## src/rtl/pin_entry_pkg.sv

```systemverilog
// pin_entry shared types and key codes.
// Imported by the PIN entry FSM.
package pin_entry_pkg;

  typedef enum logic [1:0] {
    IDLE,
    COLLECT,
    FULL,
    PRESENT
  } state_t;

  localparam logic [3:0] KEY_CLEAR = 4'd10;
  localparam logic [3:0] KEY_ENTER = 4'd11;

  function automatic logic is_digit(input logic [3:0] c);
    return c <= 4'd9;
  endfunction

endpackage

```

## src/rtl/key_debounce.sv

```systemverilog
// Keypad strobe synchronizer and debounce.
// Emits one press_pulse per stable press.
module key_debounce #(
  parameter int DEBOUNCE = 250
) (
  input  logic clk,
  input  logic reset,
  input  logic key_raw,
  output logic press_pulse
);

  localparam int CW = $clog2(DEBOUNCE + 1);
  localparam logic [CW-1:0] LAST = CW'(DEBOUNCE - 1);

  logic          s1;
  logic          s2;
  logic          armed;
  logic [CW-1:0] hi_cnt;
  logic [CW-1:0] lo_cnt;

  // the press fires on the DEBOUNCE-th consecutive high sample
  assign press_pulse = armed && s2 && (hi_cnt == LAST);

  // two-flop synchronizer for the asynchronous strobe
  always_ff @(posedge clk) begin
    if (!reset) begin
      s1 <= 1'b0;
      s2 <= 1'b0;
    end else begin
      s1 <= key_raw;
      s2 <= s1;
    end
  end

  // count stable highs while armed, stable lows while disarmed
  always_ff @(posedge clk) begin
    if (!reset) begin
      hi_cnt <= '0;
      lo_cnt <= '0;
      armed  <= 1'b1;
    end else if (armed) begin
      lo_cnt <= '0;
      if (!s2) begin
        hi_cnt <= '0;
      end else if (hi_cnt == LAST) begin
        hi_cnt <= '0;
        armed  <= 1'b0;
      end else begin
        hi_cnt <= hi_cnt + CW'(1);
      end
    end else begin
      hi_cnt <= '0;
      if (s2) begin
        lo_cnt <= '0;
      end else if (lo_cnt == LAST) begin
        lo_cnt <= '0;
        armed  <= 1'b1;
      end else begin
        lo_cnt <= lo_cnt + CW'(1);
      end
    end
  end

endmodule

```

## src/rtl/pin_entry.sv

```systemverilog
// PIN entry: debounced keypad into a BCD buffer,
// presented to a consumer with a valid/ready handshake.
module pin_entry
  import pin_entry_pkg::*;
#(
  parameter int DEBOUNCE = 250,
  parameter int DIGITS   = 4
) (
  input  logic                       clk,
  input  logic                       reset,
  input  logic                       key_raw,
  input  logic [3:0]                 key_code,
  output logic [4*DIGITS-1:0]        pin_out,
  output logic                       pin_valid,
  input  logic                       pin_ready,
  output logic [$clog2(DIGITS+1)-1:0] digit_count,
  output logic                       entry_err
);

  localparam int PW = 4 * DIGITS;
  localparam int CW = $clog2(DIGITS + 1);
  localparam logic [CW-1:0] FULL_CNT = CW'(DIGITS);

  state_t        state_q, state_n;
  logic [PW-1:0] pin_q, pin_n;
  logic [CW-1:0] cnt_q, cnt_n;
  logic          err_q, err_n;
  logic          press;
  logic          k_dig, k_clr, k_ent;

  key_debounce #(
    .DEBOUNCE(DEBOUNCE)
  ) u_deb (
    .clk        (clk),
    .reset      (reset),
    .key_raw    (key_raw),
    .press_pulse(press)
  );

  assign k_dig = is_digit(key_code);
  assign k_clr = key_code == KEY_CLEAR;
  assign k_ent = key_code == KEY_ENTER;

  assign pin_out     = (state_q == PRESENT) ? pin_q : '0;
  assign pin_valid   = state_q == PRESENT;
  assign digit_count = cnt_q;
  assign entry_err   = err_q;

  // state, buffer, count and error registers
  always_ff @(posedge clk) begin
    if (!reset) begin
      state_q <= IDLE;
      pin_q   <= '0;
      cnt_q   <= '0;
      err_q   <= 1'b0;
    end else begin
      state_q <= state_n;
      pin_q   <= pin_n;
      cnt_q   <= cnt_n;
      err_q   <= err_n;
    end
  end

  // next state: handshake in PRESENT, key actions elsewhere
  always_comb begin
    state_n = state_q;
    pin_n   = pin_q;
    cnt_n   = cnt_q;
    err_n   = 1'b0;
    unique case (state_q)
      PRESENT: begin
        if (pin_ready) begin
          state_n = IDLE;
          pin_n   = '0;
          cnt_n   = '0;
        end
      end
      IDLE, COLLECT, FULL: begin
        if (press) begin
          unique case (1'b1)
            k_dig: begin
              if (state_q == FULL) begin
                err_n = 1'b1;
              end else begin
                pin_n   = (pin_q << 4) | PW'(key_code);
                cnt_n   = cnt_q + CW'(1);
                state_n = (cnt_n == FULL_CNT) ? FULL : COLLECT;
              end
            end
            k_clr: begin
              pin_n   = '0;
              cnt_n   = '0;
              state_n = IDLE;
            end
            k_ent: begin
              if (state_q == FULL) begin
                state_n = PRESENT;
              end else begin
                err_n   = 1'b1;
                pin_n   = '0;
                cnt_n   = '0;
                state_n = IDLE;
              end
            end
            default: err_n = 1'b1;
          endcase
        end
      end
      default: state_n = IDLE;
    endcase
  end

endmodule

```

## config.mk

```make
export PLATFORM = sky130hd
export DESIGN_NAME = pin_entry
export DESIGN_NICKNAME = d
export VERILOG_FILES = /design/src/rtl/pin_entry_pkg.sv /design/src/rtl/key_debounce.sv /design/src/rtl/pin_entry.sv
export SDC_FILE = /design/constraint.sdc
export NUM_CORES = 1
export LEC_CHECK = 0
export CORE_MARGIN = 1
export CORE_UTILIZATION = 52
export DETAILED_ROUTE_END_ITERATION = 7
export GPL_TIMING_DRIVEN = 1
export PLACE_DENSITY = 0.82
export SYNTH_ARGS = -nofsm -noshare
export SYNTH_HDL_FRONTEND = slang
export SYNTH_SLANG_ARGS = --single-unit
```

## constraint.sdc

```tcl
create_clock -name clk -period 2.2 [get_ports clk]
set_input_delay 0.33 -clock clk [delete_from_list [all_inputs] [get_ports clk]]
set_output_delay 0.33 -clock clk [all_outputs]
set_load 0.02 [all_outputs]
```

==> out/results.tsv, run 1 <==
metric	value	unit
Iteration-0 DRC Markers	129	
syn nets	222	
DIE AREA	0.00370	mm2
Final Skew	6.82	ps
CP max-delay cell	clkdlybuf4s50_1	
Setup crit start kind	register	
H-tree levels	2	
Leak Pwr	0.879	nW
yosys warns	0	
Setup CP Type	reg2out	
worst-margin pin slew	353	ps
placed inst area	0.00215	mm2
largest net degree at the start of global routing	21	
GPL Wtd Cong	0.829	
total clock buffers created by CTS	5	
first-pass GRT wire length	5930	um
DP Wirelength	2560	um
ys async rst share	0	%
final setup violation count	0	
Tcrit/Tclk final	95.1	%
R2R Setup Slk	440	ps
PwrDens	576	mW/mm2
Reg2Reg Depth	7	
Clock power frac	39.3	%
status	completed	
Rel. slew slack	76.2	%
Die Span X	60.8	um
Root Buffer	clkbuf_4	
Post-synth EDFFs	0	
Site Rows	20	
vias in the first global route	1368	
Final Hold Vio Count	0	
Final Net Count	256	
unrepaired setup endpoints after global routing	no	
Period minus WS final	2090	ps
Synth-to-Final Area Change	24.4	%
I/O pins	29	
worst hold endpoint	u_deb.s2	
Pint	0.00103	W
combinational share of power	2.9	%
Max FO, Critical Path	12	
CTS tree	yes	
FMAX	478	MHz
clk sink count	41	
Routed WL	3560	um
Syn Inst Count	208	
gr ovfl total	0	
hold path startpoint	u_deb.s1	
WL per Instance	12.4	um
clk buf depth	2	
n_diodes	0	
total core area	0.00318	mm2
sequential-to-total area share from yosys stat	45.7	%
initial antenna violation count	0	
register area	823	um2
distinct cell type count after synthesis	32	
clock-pin slew on the worst setup and hold paths	120	ps
gr usage total	22.0	%
Sw Ratio	19.8	%
switching pwr	0.000255	W
CP max stage delay	600	ps
RR Endpoint	pin_q[11]	
Post-CTS Setup Inserts	0	
Critical Path, Cell by Cell	buf_4, and3_1, clkdlybuf4s50_1	
post-route cell area	0.00224	mm2
r2r startpoint	u_deb.hi_cnt[0]	
layout cells sized above 1	9.05	%
Avg Cell Area, Syn	8.64	um2
Critical Path End Type	primary output	
footprint of the multi-input gates	903	um2
DIE HEIGHT	60.8	um
Starting Density	56.6	%
drt via density	5.41	
Cell Area, Synth	0.00180	mm2
Worst EP required	1870	ps
max-slew violations	0	
vias	1552	
hold path cells	1	
DR DRC count	0	
worst hold path class	reg2reg	
Synth Register Bits	41	
Max-cap violations	0	
DR pass1 iterations	4	
Worst EP arrival	1760	ps
setup tns final	0	ps
Routed Antenna Nets	0	
Buffers on Ports	28	
maximum vdd ir drop	0.457	mV
clock insertion delay at the later pin of the skew report	350	ps
fillers	256	
CTS hold repair buffers	0	
Main synth FF type	dfxtp_1	
Reg power frac	57.8	%
layout make-up:
| class | count | area share (%) |
|---|---|---|
| Multi-Input combinational cell | 152 | 40.4 |
| Sequential cell | 41 | 36.8 |
| Timing Repair Buffer | 38 | 15.9 |
| Clock buffer | 7 | 2.46 |
| Tap cell | 44 | 2.46 |
| Clock inverter | 1 | 1.34 |
| Inverter | 4 | 0.671 |
flip-flops by register name, summed over array words and instances (netlist names):
signal and flops:
digit_count 3, entry_err 1, pin_q 16, state_q 2, u_deb.armed 1, u_deb.hi_cnt 8, u_deb.lo_cnt 8, u_deb.s1 1
u_deb.s2 1
worst max path at each step:
stage | slack [ps] | startpoint | cells past startpoint | end
after floorplan | 550 | u_deb.hi_cnt[1] | 9 | pin_q[10]
after global placement | 290 | key_code[3] | 6 | digit_count[0]
after detailed placement | 210 | key_code[3] | 7 | pin_q[11]
after CTS | 100 | state_q[0] | 3 | pin_out[2]
after global routing | 20 | state_q[0] | 3 | pin_out[7]
final | 110 | state_q[0] | 3 | pin_out[7]
placed cells by master (no fill, tap or decap), types with 2 or more instances in the layout:
cell type and count:
a22oi_1 16, o21ai_0 7, dfxtp_1 39, nand4_1 2
o211ai_2 2, clkbuf_4 5, and3_1 20, and2_1 3
clkdlybuf4s50_1 28, dfxtp_2 2, inv_1 4, nand2_1 15
nor2_1 41, nand3_1 10, a21oi_1 4, ha_1 6
buf_4 10, xor2_1 7, xnor2_1 6
routing by layer:
layer	up-vias	part of all wire, %	global-route usage [%]
met1	719	45	26.1
met2	35	50	37.0
met5	-	0	0
li1	790	-	-
met4	0	1.9	12.0
met3	8	3.2	4.69
Yosys cell counts, types with 3 or more instances:
cell / count / area (um2)
clkbuf_1: 6 / 22.5
inv_1: 4 / 15.0
o21ai_0: 7 / 35.0
nand2_1: 15 / 56.3
and2_1: 3 / 18.8
and3_1: 20 / 125
ha_1: 6 / 75.1
xnor2_1: 6 / 52.6
nor2_1: 41 / 154
xor2_1: 7 / 61.3
a21oi_1: 4 / 20.0
a22oi_1: 16 / 120
dfxtp_1: 41 / 821
nand3_1: 10 / 50.1
per-stage QoR:
stage	hold slack, ps	utilization (%)	power, W	std cells	setup slack [ps]
after floorplan	406	-	0.000776	208	546
after CTS	450	70.4	0.00130	287	97.9
after global placement	415	67.6	0.000799	279	292
after detailed placement	422	67.6	0.000799	279	210
after global routing	491	70.4	0.00134	287	18.4
final	453	70.4	0.00129	287	108
worst max-delay path: cells and delay by family, from the launching register on:
family	cells	cell delay [ps]
simple gates	1	160
buf+inv	2	790
flops	1	470
what timing repair did:
action	4_1_cts	5_1_grt
endpoints found under the setup margin	11	0
gates resized for setup	2	0
hold endpoints to repair	0	0
power groups by stage:
stage                     registers, W  clock network [W]  logic [W]
final                         0.000745           0.000506  0.0000372
after global routing          0.000746           0.000552  0.0000411
after CTS                     0.000745           0.000520  0.0000372
after detailed placement      0.000762                  0  0.0000368
after global placement        0.000762                  0  0.0000364
after floorplan               0.000762                  0  0.0000139
logic make-up (layout without fill, tap and decap cells):
group	count (synthesis)	in the layout	synth area share (%)
adders and majority gates	6	6	4.18
AOI/OAI and AO/OA	33	33	12.7
xor gates and xnor gates	13	13	6.33
buffers and inverters	15	50	4.11
and+or+nand+nor	100	100	27.1
DFF	41	41	45.7
(Power assumes the default switching activity.)
==> inputs of run 2 (changes only) <==
--- a/config.mk
+++ b/config.mk
@@ -5,11 +5,10 @@
 export SDC_FILE = /design/constraint.sdc
 export NUM_CORES = 1
 export LEC_CHECK = 0
-export CORE_MARGIN = 1
 export CORE_UTILIZATION = 52
 export DETAILED_ROUTE_END_ITERATION = 7
 export GPL_TIMING_DRIVEN = 1
-export PLACE_DENSITY = 0.82
+export PLACE_DENSITY_LB_ADDON = 0.1
 export SYNTH_ARGS = -nofsm -noshare
 export SYNTH_HDL_FRONTEND = slang
 export SYNTH_SLANG_ARGS = --single-unit
==> out/results.tsv, run 2 (synthesis gave the netlist of run 1 again) <==
metric	value	unit
status	completed	
WP depth	3	
Iteration-0 DRC Markers	93	
Site Rows	20	
Setup CP Type	reg2out	
CTS tree	yes	
DP Wirelength	2670	um
I/O pins	29	
largest net degree at the start of global routing	21	
initial antenna violation count	0	
Die Span X	60.8	um
clk sink count	41	
Max FO, Critical Path	13	
Buffers on Ports	28	
Worst Setup SP	state_q[0]	
r2r startpoint	u_deb.hi_cnt[0]	
Rel. slew slack	62.4	%
Starting Density	56.6	%
clk buf depth	2	
vias in the first global route	1375	
Final Hold Vio Count	0	
Routed Antenna Nets	0	
Post-CTS Setup Inserts	0	
Max-cap violations	0	
DIE HEIGHT	60.8	um
clock-pin slew on the worst setup and hold paths	110	ps
fin cells	283	
Critical Path, Cell by Cell	buf_4, and3_1, clkdlybuf4s50_1	
GPL Wtd Cong	0.876	
Final Skew	3.50	ps
Inst Count DP	275	
kind of cell adding the most delay to the critical path	buffers and inverters	
worst-margin pin slew	563	ps
FMAX	474	MHz
DR DRC count	0	
n_diodes	0	
H-tree levels	2	
Min Hold Slack	446	ps
pre-CTS setup slack	20.6	ps
maximum vdd ir drop	0.450	mV
placed inst area	0.00212	mm2
total clock buffers created by CTS	5	
Top Registers	pin_q: 16 flops, u_deb.hi_cnt: 8 flops, u_deb.lo_cnt: 8 flops	
Routed WL	3660	um
CP max-delay cell	clkdlybuf4s50_1	
vias	1544	
total core area	0.00318	mm2
Leak Pwr	0.856	nW
Reg2Reg Depth	6	
Biggest register	pin_q	
DIE AREA	0.00370	mm2
WP buf/inv	2	
hold path startpoint	u_deb.s1	
drt via density	5.46	
post-route cell area	0.00219	mm2
post-route setup slack	91.5	ps
layout cells sized above 1	7.95	%
max reg flops	16	
worst hold path class	reg2reg	
Root Buffer	clkbuf_4	
setup tns final	0	ps
unrepaired setup endpoints after global routing	no	
Critical Path End Type	primary output	
hold path cells	1	
clock insertion delay at the later pin of the skew report	340	ps
Worst EP required	1870	ps
Setup crit start kind	register	
Tcrit/Tclk final	95.8	%
WL per Instance	12.9	um
gr usage total	21.8	%
Final Net Count	252	
commonest non-fill, non-tap cell in the layout	nor2_1	
Period minus WS final	2110	ps
PwrDens	546	mW/mm2
max-slew violations	0	
CP max stage delay	620	ps
first-pass GRT wire length	5900	um
final setup violation count	0	
DR pass1 iterations	4	
gr ovfl total	0	
commonest cells after routing, fill and taps aside	41 x nor2_1, 39 x dfxtp_1, 28 x clkdlybuf4s50_1, 20 x and3_1, 16 x a22oi_1	
Worst EP arrival	1780	ps
Synth-to-Final Area Change	22.1	%
==> run 2: cell types whose count changed in the layout (fill, tap and decap cells not counted) <==
cell       previous run  this run
buf_4                10         6
clkbuf_1              1         0
bufinv_16             1         0
dfxtp_4               0         1
clkinv_2              0         1
clkbuf_8              1         2
dfxtp_2               2         1
==> run 2: worst paths after layout <==
path                            slack, ps          end
worst max-delay path                   90  pin_out[13]
worst min-delay path                  450     u_deb.s2
worst max register to register        300     pin_q[5]
worst min register to register        450     u_deb.s2
==> run 2: metal layers <==
metal,GRT usage [%],share of wire (%)
met5,0,0
met2,38.3,50
met4,11.4,2.2
met1,24.5,43
met3,4.90,4.4
==> run 2: worst reg2reg max path, stage by stage, from the launching register on <==
cell     delay (ps)
dfxtp_1         410
ha_1            200
and3_1          180
and4_4          260
and3_1          530
a22oi_1         130
nor2_1          130
==> run 2: area by class of cell <==
cell class	instances	area (um2)
multi-input combinational	152	903
inverter	4	15.0
clock inverter	1	5.00
clock buffer	7	65.1
fill	266	983
tap	44	55.1
sequential	41	826
timing repair buffer	34	325
==> run 2: where the power goes <==
group / switching, W / internal, W
clock network: 0.000232 / 0.000185
logic: 0.0000191 / 0.0000179
registers: 0.00000118 / 0.000743
total: 0.000252 / 0.000946
==> run 2: repair_timing <==
action                                  in CTS  in global routing
hold endpoints to repair                     0                  0
hold buffers                                 0                  0
resized for setup                            2                  1
endpoints found under the setup margin      10                  1
pin swaps                                    0                  0
==> run 2: stage by stage <==
step           utilization, %  total power, W
2_1_floorplan               -        0.000776
3_3_place_gp             66.7        0.000798
3_5_place_dp             66.7        0.000799
4_1_cts                  69.0         0.00122
5_1_grt                  69.1         0.00125
6_report                 69.1         0.00120
